### src/rtl/bfly_2_2_stage.sv
// Forward butterfly stage with run-time double-buffered per-mode swap controls
// and an optional one-deep output register on a valid/ready stream.
module bfly_2_2_stage #(
  parameter int DATA_WIDTH  = 32,
  parameter int MODE_WIDTH  = 2,
  parameter int STAGE_ORDER = 0,
  parameter bit IS_PIPED    = 1'b1
) (
  input  logic                             clk,
  input  logic                             rst_n,
  input  logic [DATA_WIDTH+MODE_WIDTH-1:0] din_mod,
  input  logic                             s_valid,
  output logic                             s_ready,
  output logic [DATA_WIDTH+MODE_WIDTH-1:0] dout,
  output logic                             m_valid,
  input  logic                             m_ready,
  input  logic                             cfg_wr_en,
  input  logic [MODE_WIDTH-1:0]            cfg_mode,
  input  logic [DATA_WIDTH/2-1:0]          cfg_data,
  input  logic                             cfg_commit,
  output logic                             cfg_pending
);

  localparam int SHIFT      = 1 << STAGE_ORDER;
  localparam int HALF       = DATA_WIDTH / 2;
  localparam int REGION_NUM = HALF / SHIFT;
  localparam int E          = DATA_WIDTH / REGION_NUM;
  localparam int NMODE      = 1 << MODE_WIDTH;
  localparam int DW         = DATA_WIDTH + MODE_WIDTH;

  typedef logic [HALF-1:0] ctrl_t;

  ctrl_t shadow_q [NMODE];
  ctrl_t shadow_d [NMODE];
  ctrl_t active_q [NMODE];
  ctrl_t active_d [NMODE];
  logic  pending_q;
  logic  pending_d;

  logic [MODE_WIDTH-1:0] mode;
  logic [DATA_WIDTH-1:0] data;
  logic [DATA_WIDTH-1:0] perm;
  ctrl_t                 ctrl;

  assign mode = din_mod[MODE_WIDTH-1:0];
  assign data = din_mod[DW-1:MODE_WIDTH];
  assign ctrl = active_q[mode];

  for (genvar i = 0; i < REGION_NUM; i++) begin : g_region
    for (genvar j = 0; j < E/2; j++) begin : g_pair
      localparam int A = E*i + j;
      localparam int B = A + SHIFT;
      localparam int K = i*(E/2) + j;
      assign perm[A] = ctrl[K] ? data[B] : data[A];
      assign perm[B] = ctrl[K] ? data[A] : data[B];
    end
  end

  // Commit copies the pre-write shadow; a same-cycle write stays pending.
  always_comb begin
    for (int m = 0; m < NMODE; m++) begin
      shadow_d[m] = shadow_q[m];
      active_d[m] = active_q[m];
    end
    pending_d = pending_q;
    if (cfg_commit) begin
      for (int m = 0; m < NMODE; m++) begin
        active_d[m] = shadow_q[m];
      end
      pending_d = 1'b0;
    end
    if (cfg_wr_en) begin
      shadow_d[cfg_mode] = cfg_data;
      pending_d          = 1'b1;
    end
  end

  always_ff @(posedge clk or negedge rst_n) begin
    if (!rst_n) begin
      for (int m = 0; m < NMODE; m++) begin
        shadow_q[m] <= '0;
        active_q[m] <= '0;
      end
      pending_q <= 1'b0;
    end else begin
      for (int m = 0; m < NMODE; m++) begin
        shadow_q[m] <= shadow_d[m];
        active_q[m] <= active_d[m];
      end
      pending_q <= pending_d;
    end
  end

  assign cfg_pending = pending_q;

  if (IS_PIPED) begin : g_piped
    logic [DW-1:0] dout_q;
    logic [DW-1:0] dout_d;
    logic          valid_q;
    logic          valid_d;
    logic          accept;

    assign s_ready = !valid_q || m_ready;
    assign accept  = s_valid && s_ready;

    always_comb begin
      dout_d  = dout_q;
      valid_d = valid_q;
      if (accept) begin
        dout_d  = {perm, mode};
        valid_d = 1'b1;
      end else if (m_ready) begin
        valid_d = 1'b0;
      end
    end

    always_ff @(posedge clk or negedge rst_n) begin
      if (!rst_n) begin
        dout_q  <= '0;
        valid_q <= 1'b0;
      end else begin
        dout_q  <= dout_d;
        valid_q <= valid_d;
      end
    end

    assign dout    = dout_q;
    assign m_valid = valid_q;
  end else begin : g_comb
    assign dout    = {perm, mode};
    assign m_valid = s_valid;
    assign s_ready = m_ready;
  end

endmodule

### config.mk
export PLATFORM = sky130hd
export DESIGN_NAME = bfly_2_2_stage
export DESIGN_NICKNAME = d
export VERILOG_FILES = /design/src/rtl/bfly_2_2_stage.sv
export SDC_FILE = /design/constraint.sdc
export NUM_CORES = 1
export LEC_CHECK = 0
export CAP_MARGIN = 20
export CELL_PAD_IN_SITES_DETAIL_PLACEMENT = 1
export CELL_PAD_IN_SITES_GLOBAL_PLACEMENT = 1
export CORE_ASPECT_RATIO = 0.9
export CORE_MARGIN = 5
export CORE_UTILIZATION = 49
export DETAILED_ROUTE_END_ITERATION = 7
export HOLD_SLACK_MARGIN = 0.1
export PLACE_DENSITY = 0.88
export SYNTH_ARGS = -nofsm -noshare
export SYNTH_HDL_FRONTEND = slang
export SYNTH_SLANG_ARGS = --single-unit
### constraint.sdc
create_clock -name clk -period 2.5 [get_ports clk]
set_input_delay 0.25 -clock clk [delete_from_list [all_inputs] [get_ports clk]]
set_output_delay 0.25 -clock clk [all_outputs]
set_load 0.02 [all_outputs]
==> results of run 1 <==
[kinds of logic (layout without fill, tap and decap cells)]
logic type	Yosys count	after routing	synth area share
mux	178	178	0.319
flops	164	164	0.603
compound gates	65	65	0.0482
buf+inv	28	142	0.0215
simple gates	7	7	0.00754
other cells	0	1	0
[state kept, by name, indices dropped and copies added, names as in the netlist]
signal and count:
active_q 64, shadow_q 64, cfg_pending 1, dout 34
m_valid 1
[worst max-delay path by stage]
| stage | start | to | slack, ps | cells past startpoint |
|---|---|---|---|---|
| after global routing | m_valid | s_ready | 550 | 2 |
| after global placement | din_mod[0] | dout[12] | 450 | 5 |
| after floorplan | m_valid | dout[10] | 990 | 6 |
| after detailed placement | din_mod[0] | dout[12] | 390 | 5 |
| after CTS | m_valid | s_ready | 600 | 2 |
| final | m_valid | s_ready | 630 | 2 |
[worst max-delay path, cell delays in order (launching register included)]
cell                              delay (ps)
sky130_fd_sc_hd__dfrtp_1                 370
sky130_fd_sc_hd__nand2b_1                180
sky130_fd_sc_hd__clkdlybuf4s50_1         650
[where the power goes]
group | internal (mW) | switching (mW) | leakage (nW)
Clock | 1.40 | 0.990 | 0.260
Sequential | 3.22 | 0.371 | 1.91
Combinational | 0.891 | 0.741 | 1.44
Total | 5.51 | 2.10 | 3.62
[synthesized netlist by cell type]
cell / n
sky130_fd_sc_hd__mux4_1: 7
sky130_fd_sc_hd__nand2b_1: 2
sky130_fd_sc_hd__dfrtp_1: 164
sky130_fd_sc_hd__mux2_2: 126
sky130_fd_sc_hd__buf_4: 1
sky130_fd_sc_hd__mux2_1: 4
sky130_fd_sc_hd__buf_12: 1
sky130_fd_sc_hd__mux4_2: 9
sky130_fd_sc_hd__buf_6: 1
sky130_fd_sc_hd__inv_1: 1
sky130_fd_sc_hd__a21oi_1: 64
sky130_fd_sc_hd__clkbuf_1: 13
sky130_fd_sc_hd__mux2i_1: 32
sky130_fd_sc_hd__buf_2: 11
sky130_fd_sc_hd__nand3b_1: 2
sky130_fd_sc_hd__nand3_1: 1
sky130_fd_sc_hd__and2_1: 1
sky130_fd_sc_hd__nor3b_2: 1
sky130_fd_sc_hd__a21o_1: 1
[area by class of cell]
type                    count  area share
clock inverters             5     0.00632
diodes                      1    0.000294
well taps                 168      0.0247
repair buffers            112       0.131
flip-flops and latches    164       0.482
inverters                   1    0.000441
clock buffers              24      0.0554
multi-input cells         250       0.300
[stage by stage]
step / instance area [um2] / util / worst slack, ps / power, mW
3_3_place_gp: 7970 / 0.592 / 449 / 5.01
4_1_cts: 8510 / 0.632 / 600 / 7.65
3_5_place_dp: 7970 / 0.592 / 393 / 5.18
5_1_grt: 8510 / 0.632 / 553 / 7.91
6_report: 8510 / 0.632 / 630 / 7.61
2_1_floorplan: 6800 / - / 987 / 4.43
[what timing repair did]
action / in CTS / in global routing
hold buffers: 1 / 0
hold endpoints to repair: 61 / 0
buffers inserted: 0 / 0
[layer usage]
layer	track usage	vias to the layer above
met1	0.311	2263
met2	0.397	107
met5	0	-
met4	0.0884	0
met3	0.0471	25
li1	-	1833
==> results.txt, run 1 <==
- Status: completed
- Clock-pin slew was measured on the worst setup and hold paths at ~60 ps.
- The floorplan step defined a die boundary enclosing between 15,000 and 20,000 um2.
- Sink of the worst hold path: cfg_pending
- Counting every instance in the synthesized netlist gives about 440.
* Leading cell type in the layout, fill and taps excluded: sky130_fd_sc_hd__dfrtp_1
* Maximum clock frequency: about 0.53 GHz
- Setup repair after global routing left no endpoint under its margin.
- The number of global-route vias before repair was 4,919.
- Number of hold violations in the final report: 0
* Type of the setup path with the least slack: register to output port
* Antenna-violating nets left: 0
- Leading post-synthesis cells by cell area: sky130_fd_sc_hd__dfrtp_1 60%, sky130_fd_sc_hd__mux2_2 21%, sky130_fd_sc_hd__a21oi_1 4.7%, sky130_fd_sc_hd__mux2i_1 4.7%, sky130_fd_sc_hd__mux4_2 3.0%
* Detailed-route DRC error count: 0
- Data on the critical path is required at its endpoint by ~2300 ps.
- For flop-to-flop paths, the worst setup slack is 950 ps.
* Period utilisation layout: 0.748
- The number of placed instances, taps included, is 694.
- Clock tree sinks: 164
* Arrival @ worst endpoint: 1620 ps
* Leak Pwr: 3.62 nW
- In this run the tool buffered the top-level ports with 94 buffer cells.
- Worst-case headroom to the max-slew limit: 0.582
- In this run the clock root is driven by a sky130_fd_sc_hd__clkbuf_16.
- Maximum level of the CTS H-tree: 4
* Metal-1 WL: 8100 um
* First drt pass iteration count: 6
- Path class of the lowest-slack min-delay path: primary input to register
- Overall track demand over capacity in global routing: 0.238
- The endpoint identified for the worst register-to-register timing path is dout[30].
- Counting the buffers created by CTS gives 17.
- Seq. cell area: 4100 um2
* Number of vias per cell after detailed routing: 5.83
- On the final layout, the worst hold slack is 363 ps.
- The clock reaches the later pin of the worst-skew pair after around 430 ps.
* Final standard cell count with taps included and fillers excluded: 725
* Horiz. Die Dim: 134 um
- Along the worst path, the maximum fanout reaches 4.
- TritonCTS built the clock tree.
- The top cell types in the final layout, fill and taps aside, are 164 x sky130_fd_sc_hd__dfrtp_1, 126 x sky130_fd_sc_hd__mux2_2, 92 x sky130_fd_sc_hd__clkdlybuf4s50_1.
- Synthesized netlist net count: 500
- Wire segments on met2 add up to 9200 um in the final route.
- Die Height: 122 um
* Cell area after technology mapping: 6800 um2
- Total routed wirelength: 18,400 um
- Site Rows: 40
* Number of warnings printed during yosys synthesis: 0
* Max Used Layer: met4
- Power density of the placed cells: about 890 nW/um2
- The floorplan step defined a core boundary enclosing 13,500 um2.
* Wire length of the first global-routing pass: around 29,000 um
* Estimated wirelength of the detail-placed design: 11,600 um
* Top cell type by total area after synthesis: sky130_fd_sc_hd__dfrtp_1
- STA classifies the critical path endpoint as an output port.
* Max-cap violations: 0
* Deepest clock path buffer count: 2
- Yosys top cell area share: 0.603
* Starting utilization of the core area: 0.505
- After synthesis the netlist holds a flip-flop and latch count of 164.
- Area Growth Syn to Fin: 25.1%
- Across the VDD grid, the largest voltage drop is 0.000531 V.
- Maximum number of pins on one net before global-route repair: 66
- Num ports: 95
* Nets: 604
- Routed length on met3: 785 um
* Slew at the pin with the worst max-slew slack: 626 ps
* Max Clock Skew: 12.5 ps
- Via total after detailed routing: 4,228
- Worst R2R Path Depth: 5
- Final Max Tran Viols: 0
- The worst hold path passes through 3 cells.
- Dividing the synthesized area by the synthesized cell count gives 15.4 um2.
- The filler cells instantiated in the layout total around 1,200.
- # setup viols final: 0
* Resized cells post-CTS: 0
- At the end of routability-driven placement, the weighted congestion stood at 0.745.
* Critical Path Source Type: register
* Final critical-path required period: 1870 ps
- The startpoint identified for the worst register-to-register timing path is m_valid.
* Total Neg Setup Slack: 0 ps
- Global route overflow: 0
* DRT iter0 DRCs: 307
* Ratio of cells with drive above 1 in the final layout: 0.322
- Number of antenna violations at the first check in global routing: 1
- Hold_sp: cfg_commit
- Synth cell types: 19
* Multi-input gate area in the final layout: 2550 um2
- For this run, the register share of the synthesized area comes to 0.603.
- After detailed routing, the average wire length per cell comes to 25.4 um.
(Power assumes the default switching activity.)
==> run 2, diff against run 1 <==
Settings changed: CORE_UTILIZATION 49 to 41, PLACE_DENSITY 0.88 to 0.79.
Clock period 2.5 ns to 1.7 ns, I/O delays scaled along.
==> results.txt, run 2 (synthesized netlist as in run 1, its figures left out) <==
- Status: completed (unchanged)
- Period utilisation layout: 0.948
- Arrival @ worst endpoint: 1910 ps (was 1620 ps)
- Sort of element at the end of the critical path: register (was output port)
- Reg clk slew, reported paths: 50 ps (was 60 ps)
- Final Max Tran Viols: 0 (unchanged)
- The starting utilization of the core area came to 0.420 (was 0.505).
- The smallest hold slack is 228 ps (was 363 ps).
- The sum of internal, switching and leakage power came to 11.2 mW (was 7.61 mW).
- The number of clock sinks seen by CTS is 164 (unchanged).
- The area taken by multi-input logic gates is 2550 um2 (unchanged).
- The first-pass GRT wire length is 27,000 um (was 29,300 um).
- First drt pass iteration count: 4 (was 6)
- The remaining number of nets flagged by the antenna check after routing is 0 (unchanged).
* TritonCTS clock tree: built (unchanged)
- The detailed-route wire length on metal 1 is 7580 um (was 8100 um).
- The number of ports placed on the die boundary is 95 (unchanged).
- The wire length reported by the detailed router is 16,600 um (was 18,400 um).
- The routed length per placed instance came to 21.6 um (was 25.4 um).
- The required time of the critical path was 1990 ps (was 2250 ps).
* Path class of the lowest-slack min-delay path: primary input to asynchronous set/reset pin (was primary input to register)
- Number of hold violations in the final report: 0 (unchanged)
- The slew at the pin closest to its max-slew limit came to 386 ps (was 626 ps).
- The post-layout instance area was 8690 um2 (was 8510 um2).
* Area of the die: 19,300 um2 (was 16,300 um2)
- Clock tree root driver cell: sky130_fd_sc_hd__clkbuf_16 (unchanged)
- The via density per instance was 5.39 (was 5.83).
- The maximum net fanout on the critical path came to 7 (was 4).
- DP Area: 8120 um2 (was 7970 um2)
* Critical Path Source Type: primary input (was register)
* Max VDD drop: 0.000770 V (was 0.000531 V)
- Highest-count cells in the layout ignoring fill and taps: 164 x sky130_fd_sc_hd__dfrtp_1, 126 x sky130_fd_sc_hd__mux2_2, 91 x sky130_fd_sc_hd__clkdlybuf4s50_1 (was 164 x sky130_fd_sc_hd__dfrtp_1, 126 x sky130_fd_sc_hd__mux2_2, 92 x sky130_fd_sc_hd__clkdlybuf4s50_1).
- Worst setup timing slack at the placement stage: -321 ps (was 393 ps)
* Estimated wirelength of the detail-placed design: 11,400 um (was 11,600 um)
* Horiz. Die Dim: 146 um (was 134 um)
- Ratio of cells with drive above 1 in the final layout: 0.329 (was 0.322)
- Diodes inserted: 0 (was 1)
- Power density of the placed cells: 1290 nW/um2 (was 894 nW/um2)
* Leak Pwr: 3.68 nW (was 3.62 nW)
* Post-CTS setup buffers: 0 (unchanged)
- Worst R2R Path Depth: 3 (was 5)
* Placer Congestion: 0.722 (was 0.745)
* Port buffer count: 94 (unchanged)
- The total number of H-tree levels came to 4 (unchanged).
- Global route overflow: 0 (unchanged)
- The final net count came to 606 (was 604).
- The post-synthesis to final-layout area growth is 27.9% (was 25.1%).
- The type of the setup path with the least slack was primary input to register (was register to output port).
- The worst relative slew slack was 0.743 (was 0.582).
- The number of global-route vias before repair was 4,758 (was 4,919).
* Final critical-path required period: 1610 ps
- Detailed-route DRC error count: 0 (unchanged)
* Routed length on met3: 778 um (was 785 um)
* Maximum number of pins on one net before global-route repair: 50 (was 66)
- Number of fill cells in the layout: 1,551 (was 1,222)
- The total length of routed met2 wires was 7980 um (was 9200 um).
* Leading cell type in the layout, fill and taps excluded: sky130_fd_sc_hd__dfrtp_1 (unchanged)
- The maximum clock path buffer count is 2 (unchanged).
* RSZ-0062 raised after global routing: false (unchanged)
- The total of endpoints with negative setup slack in the final report came to 0 (unchanged).
- Max Clock Skew: 5.82 ps (was 12.5 ps)
* Die Height: 132 um (was 122 um)
- The total clock buffers created by CTS was 17 (unchanged).
* Core footprint: 16,200 um2 (was 13,500 um2)
- Derived from the worst setup path, the maximum achievable clock frequency is 0.621 GHz.
* Via total after detailed routing: 4,131 (was 4,228)
* Setup slack of the critical path after layout: 88.4 ps (was 630 ps)
* Seq. cell area: 4100 um2 (unchanged)
- Overall track demand over capacity in global routing: 0.177 (was 0.238)
* DRT iter0 DRCs: 154 (was 307)
- The max-cap check violation count is 0 (unchanged).
- The row count is 44 (was 40).
- Max Used Layer: met4 (unchanged)
* Clk Latency, worst-skew pair: 420 ps (was 430 ps)
- Number of antenna violations at the first check in global routing: 0 (was 1)
run 2: repair_timing:
| item | CTS | global route |
|---|---|---|
| hold buffers | 1 | 0 |
| endpoints found under the setup margin | 1 | 0 |
| hold endpoints to repair | 164 | 0 |
| gates resized for setup | 1 | 0 |
run 2: report_power, final:
group	leakage (nW)	internal [mW]	switching, mW
Sequential	1.91	4.73	0.472
Clock	0.282	2.23	1.42
Combinational	1.49	1.33	1.02
run 2: area by class of cell:
class	instances	area share
clock buffers	26	0.0597
inverters	1	0.000432
repair buffers	114	0.140
multi-input cells	250	0.293
clock inverters	4	0.00518
well taps	207	0.0298
flip-flops and latches	164	0.472
run 2: path summary, 6_finish.rpt:
kind / slack, ps / startpoint / to
max: 90 / din_mod[0] / dout[15]
min: 230 / rst_n / active_q[4]
max reg2reg: 280 / active_q[38] / dout[15]
min reg2reg: 490 / shadow_q[56] / shadow_q[56]
max in group asynchronous: 820 / rst_n / active_q[39]
min in group clk: 270 / cfg_commit / active_q[41]
run 2: per-layer routing:
| metal | global-route usage | up-vias |
|---|---|---|
| met3 | 0.0433 | 22 |
| met1 | 0.241 | 2171 |
| met5 | 0 | - |
| met4 | 0.0549 | 0 |
| li1 | - | 1840 |
| met2 | 0.280 | 98 |
run 2: metrics by stage:
stage / std cells / util / setup TNS, ps
after floorplan: 442 / - / 0
after global placement: 735 / 0.502 / -5520
after detailed placement: 735 / 0.502 / -7180
after CTS: 766 / 0.537 / 0
after global routing: 766 / 0.537 / 0
final: 766 / 0.537 / 0
run 2: critical path, stage by stage:
cell	delay [ps]
sky130_fd_sc_hd__clkdlybuf4s50_1	540
sky130_fd_sc_hd__buf_4	220
sky130_fd_sc_hd__mux4_1	640
sky130_fd_sc_hd__mux2i_1	220
sky130_fd_sc_hd__a21oi_1	110
